--- src/rtl/bellek_erisim_birimi.sv ---
// Memory-stage load/store unit: drives one word-wide valid/ready data-memory
// transaction per operation and formats load results for write-back.
module bellek_erisim_birimi (
  input  logic        clk_i,
  input  logic        rst_i,
  input  logic        istek_gecerli_i,
  input  logic [3:0]  islem_i,
  input  logic [31:0] adres_i,
  input  logic [31:0] yazilacak_veri_i,
  input  logic [4:0]  hedef_yazmac_i,
  output logic        durdur_o,
  output logic        bellek_istek_o,
  output logic        bellek_yaz_o,
  output logic [31:0] bellek_adres_o,
  output logic [3:0]  bellek_maske_o,
  output logic [31:0] bellek_yaz_veri_o,
  input  logic        bellek_hazir_i,
  input  logic [31:0] bellek_oku_veri_i,
  output logic        geri_yaz_gecerli_o,
  output logic [4:0]  geri_yaz_yazmac_o,
  output logic [31:0] geri_yaz_veri_o,
  output logic        hizasiz_hata_o
);

  localparam int unsigned ADRES_W = 32;
  localparam int unsigned VERI_W  = 32;
  localparam int unsigned YAZMAC_W = 5;
  localparam int unsigned SERIT_N = VERI_W / 8;

  typedef enum logic {
    BOSTA,
    BEKLE
  } durum_t;

  durum_t durum;

  // Decoded view of the operation currently presented by the execute stage
  logic [1:0]          boyut;
  logic [1:0]          ofset;
  logic                hizasiz;
  logic [SERIT_N-1:0]  serit_maske;
  logic [VERI_W-1:0]   serit_veri;

  // Load details kept for formatting the returned word
  logic [1:0]          kayit_boyut;
  logic [1:0]          kayit_ofset;
  logic                kayit_isaretsiz;
  logic [YAZMAC_W-1:0] kayit_hedef;

  logic [VERI_W-1:0]   kaydirilmis;
  logic [VERI_W-1:0]   bicimli_veri;

  assign boyut = islem_i[1:0];
  assign ofset = adres_i[1:0];

  // Size 2'b11 is handled as a word everywhere, so boyut[1] selects word rules
  always_comb begin
    hizasiz = 1'b0;
    if (boyut == 2'b01) begin
      hizasiz = ofset[0];
    end else if (boyut[1]) begin
      hizasiz = (ofset != 2'b00);
    end
  end

  always_comb begin
    serit_maske = 4'b1111;
    serit_veri  = yazilacak_veri_i;
    case (boyut)
      2'b00: begin
        serit_maske = 4'b0001 << ofset;
        serit_veri  = {4{yazilacak_veri_i[7:0]}};
      end
      2'b01: begin
        serit_maske = 4'b0011 << ofset;
        serit_veri  = {2{yazilacak_veri_i[15:0]}};
      end
      default: begin
        serit_maske = 4'b1111;
        serit_veri  = yazilacak_veri_i;
      end
    endcase
  end

  // Stall only while an aligned request is being launched or is still outstanding
  always_comb begin
    durdur_o = 1'b0;
    case (durum)
      BOSTA:   durdur_o = istek_gecerli_i && !hizasiz;
      BEKLE:   durdur_o = !bellek_hazir_i;
      default: durdur_o = 1'b0;
    endcase
  end

  assign kaydirilmis = bellek_oku_veri_i >> {kayit_ofset, 3'b000};

  always_comb begin
    bicimli_veri = kaydirilmis;
    case (kayit_boyut)
      2'b00:   bicimli_veri = {{24{!kayit_isaretsiz && kaydirilmis[7]}}, kaydirilmis[7:0]};
      2'b01:   bicimli_veri = {{16{!kayit_isaretsiz && kaydirilmis[15]}}, kaydirilmis[15:0]};
      default: bicimli_veri = kaydirilmis;
    endcase
  end

  // Transaction FSM with all bus and write-back outputs registered
  always_ff @(posedge clk_i or posedge rst_i) begin
    if (rst_i) begin
      durum              <= BOSTA;
      bellek_istek_o     <= 1'b0;
      bellek_yaz_o       <= 1'b0;
      bellek_adres_o     <= '0;
      bellek_maske_o     <= '0;
      bellek_yaz_veri_o  <= '0;
      geri_yaz_gecerli_o <= 1'b0;
      geri_yaz_yazmac_o  <= '0;
      geri_yaz_veri_o    <= '0;
      hizasiz_hata_o     <= 1'b0;
      kayit_boyut        <= 2'b00;
      kayit_ofset        <= 2'b00;
      kayit_isaretsiz    <= 1'b0;
      kayit_hedef        <= '0;
    end else begin
      geri_yaz_gecerli_o <= 1'b0;
      hizasiz_hata_o     <= 1'b0;
      case (durum)
        BOSTA: begin
          if (istek_gecerli_i) begin
            if (hizasiz) begin
              hizasiz_hata_o <= 1'b1;
            end else begin
              bellek_istek_o    <= 1'b1;
              bellek_yaz_o      <= islem_i[3];
              bellek_adres_o    <= {adres_i[ADRES_W-1:2], 2'b00};
              bellek_maske_o    <= serit_maske;
              bellek_yaz_veri_o <= islem_i[3] ? serit_veri : VERI_W'(0);
              kayit_boyut       <= boyut;
              kayit_ofset       <= ofset;
              kayit_isaretsiz   <= islem_i[2];
              kayit_hedef       <= hedef_yazmac_i;
              durum             <= BEKLE;
            end
          end
        end
        BEKLE: begin
          if (bellek_hazir_i) begin
            bellek_istek_o <= 1'b0;
            durum          <= BOSTA;
            if (!bellek_yaz_o) begin
              geri_yaz_gecerli_o <= (kayit_hedef != YAZMAC_W'(0));
              geri_yaz_yazmac_o  <= kayit_hedef;
              geri_yaz_veri_o    <= bicimli_veri;
            end
          end
        end
        default: durum <= BOSTA;
      endcase
    end
  end

endmodule

--- config.mk ---
export PLATFORM = sky130hd
export DESIGN_NAME = bellek_erisim_birimi
export DESIGN_NICKNAME = d
export VERILOG_FILES = /design/src/rtl/bellek_erisim_birimi.sv
export SDC_FILE = /design/constraint.sdc
export NUM_CORES = 1
export LEC_CHECK = 0
export BUFFER_PORTS_ARGS = -buffer_cell sky130_fd_sc_hd__clkbuf_2
export CAP_MARGIN = 15
export CORE_MARGIN = 2
export CORE_UTILIZATION = 53
export DETAILED_ROUTE_END_ITERATION = 8
export GPL_ROUTABILITY_DRIVEN = 1
export HOLD_SLACK_MARGIN = 0.12
export PLACE_DENSITY_LB_ADDON = 0.2
export REMOVE_ABC_BUFFERS = 1
export SLEW_MARGIN = 20
export SYNTH_ARGS = -nofsm -noshare
export SYNTH_HDL_FRONTEND = slang
export SYNTH_SLANG_ARGS = --single-unit
--- constraint.sdc ---
create_clock -name clk_i -period 9.51 [get_ports clk_i]
set_input_delay 1.4265 -clock clk_i [delete_from_list [all_inputs] [get_ports clk_i]]
set_output_delay 1.4265 -clock clk_i [all_outputs]
set_load 0.02 [all_outputs]
==> flow_summary.yaml, run 1 <==
status:
  status: "complete, no violations"
logic_synthesis:
  yosys.area.top_type: "dfrtp_1"
  seq_area_frac_synth_pct: 52.8
  post_synth_num_cell_types: 42
  async_flop_share_pct: 100
  synth_edf_count: 0
  synth_top_area_share_pct: 52.8
  synth_area_um2: 5590
  synth_ff_type: "dfrtp_1"
  synth.area.top_cells: "dfrtp_1 53%, mux2_2 12%, nand2_1 7.0%, o21ai_0 5.3%, mux2i_1 4.3%"
  synth_area_per_cell_um2: 10.3
  yosys_warnings: 0
  ys_ff_latch: 118
  syn_inst: 544
detailed_routing:
  drtIter0Drc: 236
  routed_via_density: 5.22
  drt_wl_total_mm: 13.6
  drc: 0
  wl_per_cell_um: 15.2
  ant_nets: 0
  num_vias: 4667
  drtPass1Iterations: 4
critical_path:
  crit_fanout: 34
  cp-end-kind: "primary output"
  path_class: "input pin to primary output"
  start_kind: "input pin"
  critical_path.most_common_cell: "clkbuf_2"
  cp_cell_sequence: "clkbuf_2 > nand2_1 > nand3_4 > o21ai_0 > clkbuf_2"
  cp_slowest_cell: "clkbuf_2"
  critPathRequiredTime_ns: 8.08
  crit_arrival_ns: 2.66
  max_stage_delay_ns: 0.54
timing:
  setup_tns_ns: 0
  setup_viol: 0
  finalCritPeriodShare_pct: 43.0
  rsz0062_at_grt: "no"
  whs_ns: 0.475
  max_slew_margin_pct: 33.3
  fmax_ghz: 0.245
  finClkSkew_ns: 0.00660
  hold_violations: 0
  period_minus_slack_ns: 4.09
  tightest_slew_ns: 1.00
  slew_violations: 0
clock_network:
  worst_skew_pair.late_latency_ns: 0.53
  cts_tree: "done"
  clkTransAtPathRegs_ns: 0.06
  htreeDepth: 4
  clockBufferDepth: 2
  cts_hold_buf: 0
  cts_root_buf: "clkbuf_8"
  post_cts_buffers: 0
  cts_resized: 0
  cts_buffers: 17
  clock-sinks: 118
finish:
  final_cell_mix: "216 x clkbuf_2, 118 x dfrtp_1, 104 x nand2_1"
  antenna_cells: 0
  area_delta_synth_final_pct: 30.8
  mostFrequentLayoutCell: "clkbuf_2"
  final_layout_size_suffix_gt1_share_pct: 44.3
  final_nets: 854
flow_run:
  max-cap-violations: 0
placement:
  portBuffers: 216
  place_hpwl_mm: 9.33
  place.gp.congestion: 0.816
floorplan:
  dieHeight_um: 107
  die_w_um: 107
  io_pins: 219
  die_area_um2: 11400
  core-area_um2: 10300
  row_count: 37
  start_util_pct: 54.4
grt:
  overflow: 0
  antenna_found_initial: 0
  grt_usage_pct: 24.6
  grt_max_degree: 105
  grt_first_pass_wirelength_mm: 21.9
  first_global_vias: 4498
power_and_ir_drop:
  power_density_nw_per_um2: 287
  ir_worst_vdd_v: 0.000174
  leakage_nw: 3.67
min_path:
  min_path_type: "register to register"
==> metrics by stage <==
step	utilization (%)	cell area, µm²	total power, mW	worst slack (ns)	cells
6_report	71.2	7310	2.10	5.42	894
5_1_grt	71.2	7310	2.21	5.32	894
4_1_cts	71.2	7310	2.12	5.41	894
3_5_place_dp	65.1	6690	1.44	5.43	862
3_3_place_gp	65.1	6690	1.42	5.46	862
2_1_floorplan	-	5390	1.18	4.60	505
==> cells by family (layout without fill, tap and decap cells) <==
group	after synthesis	in the layout	synth area share, %
other	1	2	0.0671
AND/OR/NAND/NOR	170	170	13.0
multiplexers	88	88	17.2
XOR/XNOR	1	1	0.157
flip-flops	118	118	52.8
buffers and inverters	45	258	4.09
AO/OA/AOI/OAI	121	121	12.7
==> layer usage <==
layer / track usage (%) / up-vias / wire (µm) / share of wire, %
met5: 0 / - / 0 / 0
met1: 31.1 / 2230 / 5750 / 42
li1: - / 2255 / - / -
met3: 8.39 / 14 / 1070 / 7.9
met4: 9.09 / 0 / 198 / 1.5
met2: 39.4 / 168 / 6590 / 48
==> where the power goes <==
| group | total [mW] | leakage, nW | switching (mW) | internal [mW] |
|---|---|---|---|---|
| Clock | 0.668 | 0.294 | 0.234 | 0.434 |
| Sequential | 0.755 | 1.44 | 0.0970 | 0.658 |
| Combinational | 0.674 | 1.93 | 0.426 | 0.248 |
==> flip-flops by register name (all words and copies together), names as in the netlist <==
signal,count
kayit_ofset,2
durum,1
kayit_boyut,2
bellek_maske_o,4
geri_yaz_gecerli_o,1
kayit_isaretsiz,1
bellek_yaz_o,1
hizasiz_hata_o,1
kayit_hedef,5
bellek_istek_o,1
geri_yaz_yazmac_o,5
bellek_adres_o,30
geri_yaz_veri_o,32
bellek_yaz_veri_o,32
==> Yosys cell counts, types with 3 or more instances <==
master,number
and2_1,6
nor2_1,41
nor3_1,3
buf_2,10
mux2_2,60
clkbuf_1,19
a21oi_1,39
nand2b_1,3
dfrtp_1,118
buf_4,6
mux2_1,4
buf_6,3
a21oi_2,12
mux2i_1,24
inv_1,5
o21ai_0,59
nand2_1,104
==> worst max-delay path: cells and delay by family <==
kind / cells / cell delay (ns)
buffers and inverters: 2 / 0.72
and+or+nand+nor: 2 / 0.36
AOI/OAI and AO/OA: 1 / 0.13
==> area by class of cell <==
| class | count | area (µm²) |
|---|---|---|
| Fill cell | 812 | 2960 |
| Sequential cell | 118 | 2950 |
| Multi-Input combinational cell | 382 | 2420 |
| Timing Repair Buffer | 221 | 1120 |
| Clock buffer | 18 | 428 |
| Clock inverter | 14 | 199 |
| Tap cell | 136 | 170 |
| Inverter | 5 | 21.3 |
==> worst paths after layout <==
| kind | cells past startpoint | end | from | slack (ns) |
|---|---|---|---|---|
| worst max-delay path | 5 | durdur_o | islem_i[1] | 5.42 |
| worst min-delay path | 2 | geri_yaz_yazmac_o[3] | geri_yaz_yazmac_o[3] | 0.48 |
| worst max register to register | 5 | geri_yaz_veri_o[26] | kayit_ofset[1] | 6.97 |
| worst min register to register | 2 | geri_yaz_yazmac_o[3] | geri_yaz_yazmac_o[3] | 0.48 |
| max in group asynchronous | 3 | geri_yaz_veri_o[2] | rst_i | 7.25 |
| min in group asynchronous | 2 | bellek_adres_o[23] | rst_i | 1.00 |
(Power assumes the default switching activity.)
==> run 2: changes to the inputs <==
--- a/config.mk
+++ b/config.mk
@@ -5,10 +5,11 @@
 export SDC_FILE = /design/constraint.sdc
 export NUM_CORES = 1
 export LEC_CHECK = 0
+export ABC_AREA = 1
 export BUFFER_PORTS_ARGS = -buffer_cell sky130_fd_sc_hd__clkbuf_2
 export CAP_MARGIN = 15
 export CORE_MARGIN = 2
-export CORE_UTILIZATION = 53
+export CORE_UTILIZATION = 49
 export DETAILED_ROUTE_END_ITERATION = 8
 export GPL_ROUTABILITY_DRIVEN = 1
 export HOLD_SLACK_MARGIN = 0.12
==> constraint.sdc (replaced) <==
create_clock -name clk_i -period 4 [get_ports clk_i]
set_input_delay 0.6 -clock clk_i [delete_from_list [all_inputs] [get_ports clk_i]]
set_output_delay 0.6 -clock clk_i [all_outputs]
set_load 0.02 [all_outputs]
==> flow_summary.yaml, run 2 <==
status:
  status: "complete, no violations"
logic_synthesis:
  ys_ff_latch: 118
  yosys.area.top_type: "dfrtp_1"
  post_synth_num_cell_types: 26
  synth_mux_area_share_pct: 0
  synth_xor_area_share_pct: 0
  synthMostInstantiatedCell: "nand2_1"
  syn_inst: 708
  synth-compound-area-share_pct: 8.90
  synth_top_family_by_area: "simple AND/OR/NAND/NOR gates"
  synth-simple-area-share_pct: 30.4
  yosys_warnings: 0
  synth_area_um2: 5600
  synth_ff_type: "dfrtp_1"
  synth_common_cells: "281 x nand2_1, 118 x dfrtp_1, 50 x inv_1"
  synth_area_per_cell_um2: 7.91
  synthAdderAreaFrac_pct: 0
  synth.area.top_cells: "dfrtp_1 53%, nand2_1 19%, nand3_1 4.4%, o21ai_0 3.8%, inv_1 3.4%"
  seq_area_frac_synth_pct: 52.7
  synth_top_area_share_pct: 52.7
  async_flop_share_pct: 100
  synth_edf_count: 0
critical_path:
  path_class: "register to register"
  critPathRequiredTime_ns: 4.30
  crit_fanout: 33
  cp_cell_sequence: "inv_2 > nand2_1 > nand3_1 > nand3_2 > nand3_1 > nand2_1 > inv_1"
  max_stage_delay_ns: 0.88
  cp-end-kind: "register"
  cp_slowest_cell: "dfrtp_1"
  r2r-start: "kayit_ofset[0]"
  start_kind: "register"
  crit_arrival_ns: 2.75
  crit_start: "kayit_ofset[0]"
timing:
  finalCritPeriodShare_pct: 61.3
  period_minus_slack_ns: 2.45
  max_slew_margin_pct: 38.0
  tightest_slew_ns: 0.930
  finClkSkew_ns: 0.00593
  rsz0062_at_grt: "no"
  hold_violations: 0
  fmax_ghz: 0.408
  whs_ns: 0.385
  setup_viol: 0
  setup_tns_ns: 0
  slew_violations: 0
finish:
  fillers: 1001
  final_cell_mix: "281 x nand2_1, 216 x clkbuf_2, 118 x dfrtp_1"
  final_layout_size_suffix_gt1_share_pct: 31.2
  finalCoreUtilization_pct: 63.8
  top_regs: "bellek_yaz_veri_o (32), geri_yaz_veri_o (32), bellek_adres_o (30)"
  antenna_cells: 0
  mostFrequentLayoutCell: "nand2_1"
  multi_input_area_um2: 2200
  layout.area.seq_um2: 2950
  area_delta_synth_final_pct: 28.5
  final_area_um2: 7190
  final_nets: 1017
min_path:
  hold_start: "adres_i[31]"
  min_path_type: "input pin to register"
clock_network:
  htreeDepth: 4
  cts_tree: "done"
  worst_skew_pair.late_latency_ns: 0.41
  clkTransAtPathRegs_ns: 0.05
  cts_buffers: 17
  clock-sinks: 118
  cts_root_buf: "clkbuf_16"
  cts_hold_buf: 0
  clockBufferDepth: 2
  post_cts_buffers: 0
  cts_resized: 0
detailed_routing:
  num_vias: 5338
  drc: 0
  routed_via_density: 5.03
  drtPass1Iterations: 6
  ant_nets: 0
  drt_wl_total_mm: 15.1
  drtIter0Drc: 332
  wl_per_cell_um: 14.2
placement:
  place.gp.congestion: 0.854
  portBuffers: 216
  dpl-instance-area_um2: 6670
  place_hpwl_mm: 10.4
grt:
  first_global_vias: 5159
  antenna_found_initial: 0
  grt_max_degree: 75
  overflow: 0
  grt_first_pass_wirelength_mm: 24.8
  grt_usage_pct: 25.0
floorplan:
  dieHeight_um: 111
  core-area_um2: 11300
  die_area_um2: 12300
  io_pins: 219
  row_count: 39
  die_w_um: 111
  start_util_pct: 49.7
flow_run:
  max-cap-violations: 0
power_and_ir_drop:
  ir_worst_vdd_v: 0.000421
  leakage_nw: 4.08
  power_density_nw_per_um2: 663
run 2: metrics by stage:
| step | total power [mW] | cells | setup WS (ns) |
|---|---|---|---|
| global route | 5.05 | 1061 | 1.41 |
| finish | 4.77 | 1061 | 1.55 |
| global placement | 3.39 | 1032 | 1.64 |
| floorplan | 2.81 | 669 | 0.271 |
| CTS | 4.80 | 1061 | 1.60 |
| detailed placement | 3.44 | 1032 | 1.60 |
run 2: final cells by class:
cell class	count	share of cell area, %
repair buffers	220	15.6
multi-input cells	495	30.7
clock buffers	25	6.89
well taps	143	2.49
flip-flops and latches	118	41.1
clock inverters	4	0.313
inverters	56	2.96
run 2: power by group:
part           internal (mW)  switching [mW]
Sequential              1.55           0.236
Combinational          0.564            1.07
Clock                  0.842           0.506
run 2: per-layer routing:
metal	vias up	global-route usage, %	share of wire, %
met5	-	0	0
met1	2485	32.2	43
met2	214	40.2	47
met3	30	7.93	7.6
li1	2609	-	-
met4	0	8.58	2.3
run 2: cell families after synthesis:
group	count (synthesis)
DFF	118
buffers and inverters	96
other	1
and+or+nand+nor	401
AOI/OAI and AO/OA	92
run 2: final timing paths:
check                                 endpoint  slack (ns)  cells past startpoint
hold reg to reg             geri_yaz_veri_o[6]        0.48                      2
min in group asynchronous    bellek_adres_o[5]        0.39                      2
setup reg to reg           geri_yaz_veri_o[28]        1.55                      7
max in group asynchronous   bellek_adres_o[14]        2.82                      3
setup / recovery           geri_yaz_veri_o[28]        1.55                      7
hold / removal              bellek_adres_o[31]        0.38                      3
run 2: worst max-delay path: cells and delay by family, from the launching register on:
| family | cells | cell delay, ns |
|---|---|---|
| buffers and inverters | 2 | 0.50 |
| DFF | 1 | 0.88 |
| and+or+nand+nor | 5 | 0.97 |
==> run 3: changes to the inputs <==
--- a/config.mk
+++ b/config.mk
@@ -9,7 +9,7 @@
 export BUFFER_PORTS_ARGS = -buffer_cell sky130_fd_sc_hd__clkbuf_2
 export CAP_MARGIN = 15
 export CORE_MARGIN = 2
-export CORE_UTILIZATION = 49
+export CORE_UTILIZATION = 44
 export DETAILED_ROUTE_END_ITERATION = 8
 export GPL_ROUTABILITY_DRIVEN = 1
 export HOLD_SLACK_MARGIN = 0.12
==> constraint.sdc (replaced) <==
create_clock -name clk_i -period 2.2 [get_ports clk_i]
set_input_delay 0.33 -clock clk_i [delete_from_list [all_inputs] [get_ports clk_i]]
set_output_delay 0.33 -clock clk_i [all_outputs]
set_load 0.02 [all_outputs]
==> flow_summary.yaml, run 3 (same netlist as run 2, synthesis figures left out) <==
timing:
  slew_violations: 0
  period_minus_slack_ns: 1.85
  fmax_ghz: 0.541
  finClkSkew_ns: 0.00612
  finalCritPeriodShare_pct: 84.1
  setup_viol: 0
  hold_violations: 0
  tightest_slew_ns: 0.610
  rsz0062_at_grt: "no"
  max_slew_margin_pct: 59.3
floorplan:
  die_area_um2: 13600
  dieHeight_um: 117
  die_w_um: 117
  io_pins: 219
  row_count: 41
  start_util_pct: 44.7
  core-area_um2: 12500
finish:
  final_cell_mix: "281 x nand2_1, 216 x clkbuf_2, 118 x dfrtp_1"
  final_nets: 1056
  top_regs: "bellek_yaz_veri_o (32), geri_yaz_veri_o (32), bellek_adres_o (30)"
  final_layout_size_suffix_gt1_share_pct: 31.5
  final_cells: 1132
  antenna_cells: 0
  finalCoreUtilization_pct: 61.8
  final_area_um2: 7740
  mostFrequentLayoutCell: "nand2_1"
  area_delta_synth_final_pct: 38.2
grt:
  grt_max_degree: 56
  grt_first_pass_wirelength_mm: 24.6
  first_global_vias: 5060
  overflow: 0
  antenna_found_initial: 0
  grt_usage_pct: 23.6
detailed_routing:
  drtPass1Iterations: 5
  num_vias: 5382
  wl_per_cell_um: 13.8
  drc: 0
  drt_wl_total_mm: 15.6
  routed_via_density: 4.75
  ant_nets: 0
  drtIter0Drc: 301
placement:
  dpl-instance-area_um2: 6800
  place_inst: 1072
  place.gp.congestion: 0.782
  portBuffers: 216
  place_hpwl_mm: 10.6
critical_path:
  critPathRequiredTime_ns: 1.87
  cp-end-kind: "primary output"
  crit_arrival_ns: 1.52
  cp_slowest_cell: "dfrtp_1"
  path_class: "register to primary output"
  start_kind: "register"
  crit_fanout: 8
  max_stage_delay_ns: 0.40
  cp_cell_sequence: "nor2_2 > nand2_4 > o21ai_0 > clkbuf_2"
clock_network:
  post_cts_buffers: 0
  htreeDepth: 4
  clkTransAtPathRegs_ns: 0.05
  cts_tree: "done"
  worst_skew_pair.late_latency_ns: 0.41
  clock-sinks: 118
  cts_resized: 0
  cts_hold_buf: 28
  clockBufferDepth: 2
  cts_buffers: 17
  cts_root_buf: "clkbuf_16"
flow_run:
  max-cap-violations: 0
min_path:
  min_path_type: "input pin to register"
power_and_ir_drop:
  ir_worst_vdd_v: 0.000579
  power_density_nw_per_um2: 1210
  leakage_nw: 4.32
status:
  status: "complete, no violations"
-- run 3: cell count changes in the layout (fill, tap and decap cells not counted) --
cell,change
bufinv_16,+4
clkbuf_8,+2
buf_12,+1
dlygate4sd3_1,+28
clkinv_2,-1
clkinv_4,+1
clkbuf_1,-2
buf_4,+10
clkinvlp_4,-1
-- run 3: per-stage QoR --
stage               power [mW]  hold WS (ns)  setup slack (ns)  TNS [ns]
global placement          6.26         0.418             0.487         0
detailed placement        6.30         0.422             0.413         0
CTS                       9.40         0.121             0.308         0
floorplan                 5.12         0.440             -1.26   -148.58
global route              9.91         0.131             0.203         0
finish                    9.34         0.125             0.350         0
-- run 3: path summary, 6_finish.rpt --
check,from,to,slack (ns),cells past startpoint
worst max-delay path,durum,durdur_o,0.35,4
worst max register to register,kayit_ofset[1],geri_yaz_veri_o[16],0.42,6
max in group asynchronous,rst_i,bellek_yaz_veri_o[7],1.00,4
min in group asynchronous,rst_i,bellek_adres_o[30],0.54,3
worst min-delay path,adres_i[31],bellek_adres_o[31],0.12,3
worst min register to register,bellek_adres_o[15],bellek_adres_o[15],0.47,2
-- run 3: area by class of cell --
class	instances	area (µm²)
Clock inverter	7	139
Tap cell	172	215
Multi-Input combinational cell	495	2200
Fill cell	1158	4780
Timing Repair Buffer	259	1500
Sequential cell	118	2950
Inverter	56	213
Clock buffer	25	515
-- run 3: worst max-delay path: cells and delay by family, from the launching register on --
family / cells / cell delay [ns]
AND/OR/NAND/NOR: 2 / 0.34
AO/OA/AOI/OAI: 1 / 0.14
flip-flops: 1 / 0.40
buffers and inverters: 1 / 0.23
-- run 3: per-layer routing --
layer	track usage (%)	vias up	part of all wire (%)
met2	37.5	212	46
met4	9.25	0	1.7
li1	-	2694	-
met5	0	-	0
met1	30.1	2456	43
met3	7.57	20	9.0
-- run 3: power breakdown --
group          switching, mW  internal [mW]
registers              0.381           2.83
logic                   2.00           1.09
clock network          0.963           2.07
